$ cat src/rtl/rgbw_pwm_fader.sv
// rtl/rgbw_pwm_fader.sv - RGBW PWM output stage with period-synchronous target update; optional fade under RGBW_PWM_FADE_EN
module rgbw_pwm_fader #(
  parameter int WIDTH = 8,
  parameter int DIV   = 4
) (
  input  logic               clk,
  input  logic               rst_n,
  input  logic               ena,
  input  logic               in_valid,
  output logic               in_ready,
  input  logic [4*WIDTH-1:0] in_duty,
  input  logic [WIDTH-1:0]   fade_step,
  output logic [3:0]         pwm_out,
  output logic               period_start,
  output logic               busy
);

  localparam int PW = (DIV > 1) ? $clog2(DIV) : 1;
  localparam logic [PW-1:0] PRE_LAST = PW'(DIV - 1);

  logic [PW-1:0]             pre_q, pre_d;
  logic [WIDTH-1:0]          cnt_q, cnt_d;
  logic                      tick, bnd;
  logic                      pending_q, pending_d;
  logic [3:0][WIDTH-1:0]     shadow_q, shadow_d;
  logic [3:0][WIDTH-1:0]     cur_q, cur_d;
  logic [3:0][WIDTH-1:0]     tgt_q, tgt_d;
  logic [3:0][WIDTH-1:0]     teff;
  logic [3:0]                pwm_q, pwm_d;
  logic                      ps_q;
  logic                      accept;

`ifdef RGBW_PWM_FADE_EN
  // One fade step toward tgt, landing exactly on tgt once within reach
  function automatic logic [WIDTH-1:0] fade_next(input logic [WIDTH-1:0] cur,
                                                 input logic [WIDTH-1:0] tgt,
                                                 input logic [WIDTH-1:0] step);
    logic [WIDTH:0] diff;
    logic [WIDTH:0] mag;
    diff = {1'b0, tgt} - {1'b0, cur};
    mag  = diff[WIDTH] ? ((~diff) + 1'b1) : diff;
    if (mag <= {1'b0, step}) return tgt;
    else if (diff[WIDTH])    return cur - step;
    else                     return cur + step;
  endfunction
`else
  logic unused_fade_step;
  assign unused_fade_step = ^fade_step;
`endif

  // Prescaler and PWM counter; both held at zero while disabled so a period restarts cleanly
  always_comb begin
    tick  = ena && (pre_q == PRE_LAST);
    bnd   = tick && (cnt_q == '1);
    pre_d = '0;
    cnt_d = '0;
    if (ena) begin
      pre_d = tick ? '0 : pre_q + 1'b1;
      cnt_d = tick ? cnt_q + 1'b1 : cnt_q;
    end
  end

  // Handshake into the shadow register and boundary-synchronous target/duty update
  always_comb begin
    accept    = in_valid && !pending_q;
    pending_d = pending_q;
    shadow_d  = shadow_q;
    tgt_d     = tgt_q;
    cur_d     = cur_q;
    teff      = pending_q ? shadow_q : tgt_q;
    if (accept) begin
      shadow_d  = in_duty;
      pending_d = 1'b1;
    end else if (bnd) begin
      pending_d = 1'b0;
    end
    if (bnd) begin
      tgt_d = teff;
      for (int i = 0; i < 4; i++) begin
`ifdef RGBW_PWM_FADE_EN
        cur_d[i] = fade_next(cur_q[i], teff[i], fade_step);
`else
        cur_d[i] = teff[i];
`endif
      end
    end
  end

  // PWM compare against the applied duty of each channel
  always_comb begin
    pwm_d = '0;
    for (int i = 0; i < 4; i++) begin
      pwm_d[i] = ena && (cnt_q < cur_q[i]);
    end
  end

  // State and registered outputs; everything returns to zero on reset
  always_ff @(posedge clk or negedge rst_n) begin
    if (!rst_n) begin
      pre_q     <= '0;
      cnt_q     <= '0;
      pending_q <= 1'b0;
      shadow_q  <= '0;
      cur_q     <= '0;
      tgt_q     <= '0;
      pwm_q     <= '0;
      ps_q      <= 1'b0;
    end else begin
      pre_q     <= pre_d;
      cnt_q     <= cnt_d;
      pending_q <= pending_d;
      shadow_q  <= shadow_d;
      cur_q     <= cur_d;
      tgt_q     <= tgt_d;
      pwm_q     <= pwm_d;
      ps_q      <= bnd;
    end
  end

  assign in_ready     = !pending_q;
  assign busy         = pending_q || (cur_q != tgt_q);
  assign pwm_out      = pwm_q;
  assign period_start = ps_q;

endmodule
$ cat config.mk
export PLATFORM = sky130hd
export DESIGN_NAME = rgbw_pwm_fader
export DESIGN_NICKNAME = d
export VERILOG_FILES = /design/src/rtl/rgbw_pwm_fader.sv
export SDC_FILE = /design/constraint.sdc
export NUM_CORES = 1
export LEC_CHECK = 0
export CORE_MARGIN = 4
export CORE_UTILIZATION = 61
export CTS_BUF_LIST = sky130_fd_sc_hd__clkbuf_2 sky130_fd_sc_hd__clkbuf_4 sky130_fd_sc_hd__clkbuf_8
export CTS_CLUSTER_DIAMETER = 200
export DETAILED_ROUTE_END_ITERATION = 10
export GPL_ROUTABILITY_DRIVEN = 0
export MAX_ROUTING_LAYER = met4
export PLACE_DENSITY_LB_ADDON = 0.25
export SLEW_MARGIN = 20
export SYNTH_ARGS = -nofsm -noshare
export SYNTH_HDL_FRONTEND = slang
export SYNTH_SLANG_ARGS = --single-unit
$ cat constraint.sdc
create_clock -name clk -period 5.5 [get_ports clk]
set_input_delay 1.1 -clock clk [delete_from_list [all_inputs] [get_ports clk]]
set_output_delay 1.1 -clock clk [all_outputs]
set_load 0.05 [all_outputs]
==> flow_metrics.env <==
export IMPL_drtPass1Iterations=4
export IMPL_ioPinCount=51
export IMPL_dp_hpwl_um=4410
export IMPL_crit_fanout=19
export IMPL_register_area_um2=2000
export IMPL_synthTopCellsByArea="dfrtp_1, mux2_2, ha_1, inv_1, mux2_1"
export IMPL_vias_per_cell=5.50
export IMPL_synth_edf_count=0
export IMPL_syn_inst=284
export IMPL_r2r_start="cnt_q[1]"
export IMPL_yosysTopAreaCell="dfrtp_1"
export IMPL_overflow=0
export IMPL_maxSlewHeadroom=0.466
export IMPL_cap_viol_max_count=0
export IMPL_cp_end_kind="flop"
export IMPL_crit_family="buffers and inverters"
export IMPL_finalCritPeriodShare=0.519
export IMPL_crit_chain="clkdlybuf4s50_1, nor2b_2, buf_4, mux2_2"
export IMPL_cts_buffer_depth=2
export IMPL_skew_ps=7.70
export IMPL_area_growth_syn_to_layout_pct=18.3
export IMPL_power_density_nw_per_um2=257
export IMPL_die_x_um=86.2
export IMPL_clkTransAtPathRegs_ps=70
export IMPL_io_buffers=42
export IMPL_cp_start_kind="input port"
export IMPL_period_minus_slack_ps=2850
export IMPL_cpPeakStageDelay_ps=680
export IMPL_cts_tree="built"
export IMPL_ir_worst_vdd_mv=0.182
export IMPL_drt_total_wl_um=6640
export IMPL_grt_pass1_wl_um=11500
export IMPL_drt_iter0_markers=100
export IMPL_grt_max_degree=81
export IMPL_die_y_um=86.2
export IMPL_ctsHoldBuffers=0
export IMPL_netlist_area_um2=3730
export IMPL_numCtsBuffers=9
export IMPL_switchingPower_uw=239
export IMPL_dp_cells=394
export IMPL_netlist_area_leader_share=0.537
export IMPL_core_region_area_um2=5920
export IMPL_die_area_um2=7430
export IMPL_synthDistinctLibCells=33
export IMPL_cts_root_buf="clkbuf_8"
export IMPL_yosys_warnings=0
export IMPL_crit_arrival_ps=3070
export IMPL_ys_seq_elements=80
export IMPL_ys_flop_type="dfrtp_1"
export IMPL_row_count=28
export IMPL_antenna_found_initial=0
export IMPL_syn_nets=358
export IMPL_postCtsSetupRepairBufs=0
export IMPL_switching_share=0.211
export IMPL_slowest_stage="nor2b_2"
export IMPL_ctsResizeCount=0
export IMPL_drc=0
export IMPL_initial_core_util=0.630
export IMPL_fin_setup_tns_ps=0
export IMPL_p_seq_frac=0.560
export IMPL_multi_input_area_um2=1550
export IMPL_finalSetupViolations=0
export IMPL_r2r_end="tgt_q[31]"
export IMPL_ys_async_sr_fraction=1.00
export IMPL_fin_nets=405
export IMPL_drt_wirelength_per_cell_um=16.2
export IMPL_h_tree_depth=3
export IMPL_final_common_cell="dfrtp_1"
export IMPL_worst_slew_pin_slew_ps=797
export IMPL_hold_violations=0
export IMPL_pwr_share_comb=0.063
export IMPL_num_vias=2257
export IMPL_antennaDiodeCount=0
export IMPL_most_common_layout_cells="dfrtp_1, mux2_2, clkdlybuf4s50_1"
export IMPL_finalNonFillerCells=410
export IMPL_p_clk_frac=0.377
export IMPL_grt_pass1_vias=2439
export IMPL_fmax_mhz=351
export IMPL_status="complete, no violations"
export IMPL_cp_data_required_time_ps=5720
export IMPL_antenna_left=0
export IMPL_reg2reg_slack_ps=3140
export IMPL_hold_path_class="flop to flop"
export IMPL_synth_seq_area_share=0.537
export IMPL_cts_num_sinks=80
export IMPL_r2r_cells=5
export IMPL_clk_latency_ps=340
export IMPL_final_max_slew_viol_count=0
export IMPL_crit_cells=4
export IMPL_nFillCells=413
export IMPL_p_int_uw=893
export IMPL_critPathKind="input port to flop"
export IMPL_track_usage=0.207
export IMPL_crit_start="in_valid"
export IMPL_crit_end="shadow_q[31]"
export IMPL_avgSynthCellArea_um2=13.1
export IMPL_grt_setup_unrepaired="no"
export IMPL_critPathBufInv=2
export IMPL_drive_gt1_frac=0.239
export IMPL_leakagePower_nw=2.01
[routing by layer]
layer	vias up	GRT usage	wire, um
li1	1087	-	-
met2	54	0.353	3360
met1	1109	0.250	2900
met4	0	0.0765	78
met3	7	0.0314	306
met5	-	-	0
[Yosys cell counts (3+ instances only)]
| master | n |
|---|---|
| a21oi_1 | 8 |
| nor2_1 | 8 |
| mux2_1 | 6 |
| nand3_1 | 3 |
| buf_6 | 3 |
| nor3b_1 | 3 |
| a211oi_1 | 3 |
| xor2_1 | 3 |
| o21ai_0 | 6 |
| nor2b_1 | 4 |
| mux2_2 | 58 |
| o2111a_1 | 3 |
| inv_1 | 31 |
| or3_1 | 3 |
| ha_1 | 30 |
| buf_2 | 3 |
| a2111oi_0 | 3 |
| o211ai_1 | 3 |
| nor3_1 | 3 |
| dfrtp_1 | 80 |
| nand2_1 | 6 |
[cell families (layout without fill, tap and decap cells)]
family / count (synthesis) / after routing / share of synthesized area
AOI/OAI and AO/OA: 28 / 28 / 0.0524
DFF: 80 / 80 / 0.537
buffers and inverters: 40 / 91 / 0.0483
adders and majority gates: 30 / 30 / 0.101
muxes: 65 / 65 / 0.196
xor gates and xnor gates: 4 / 4 / 0.00940
and+or+nand+nor: 37 / 37 / 0.0561
[stage by stage]
step / area (um2) / hold WS, ps / util / total power [mW] / setup WS (ps)
3_3_place_gp: 4190 / 427 / 0.708 / 0.711 / 2390
2_1_floorplan: 3730 / 415 / - / 0.670 / 3390
4_1_cts: 4390 / 441 / 0.741 / 1.14 / 2630
6_report: 4410 / 441 / 0.745 / 1.13 / 2650
3_5_place_dp: 4190 / 431 / 0.708 / 0.716 / 2310
5_1_grt: 4410 / 457 / 0.745 / 1.18 / 2550
[power groups by stage]
stage	logic, mW	clock network, mW	registers, mW
after floorplan	0.0303	0	0.639
after global placement	0.0678	0	0.643
after detailed placement	0.0708	0	0.645
after CTS	0.0711	0.434	0.633
after global routing	0.0799	0.468	0.637
final	0.0714	0.427	0.633
[state kept, by name, summed over array words and instances (netlist names)]
register / cells
shadow_q: 32
tgt_q: 32
cnt_q: 8
pwm_out: 4
pre_q: 2
pending_q: 1
period_start: 1
[how the worst min path moves through the flow]
stage | from | to | slack (ps) | cells after the start
3_5_place_dp | pre_q[0] | pre_q[0] | 430 | 1
4_1_cts | pre_q[0] | pre_q[0] | 440 | 1
5_1_grt | pre_q[0] | pre_q[0] | 460 | 1
2_1_floorplan | pre_q[0] | pre_q[0] | 410 | 1
3_3_place_gp | pre_q[0] | pre_q[0] | 430 | 1
6_report | pre_q[0] | pre_q[0] | 440 | 1
[layout make-up]
cell class / count / share of cell area
clock buffer: 12 / 0.0346
clock inverter: 3 / 0.00965
inverter: 31 / 0.0264
multi-input combinational: 164 / 0.351
sequential: 80 / 0.454
tap: 75 / 0.0213
timing repair buffer: 45 / 0.103
(Power assumes the default switching activity.)
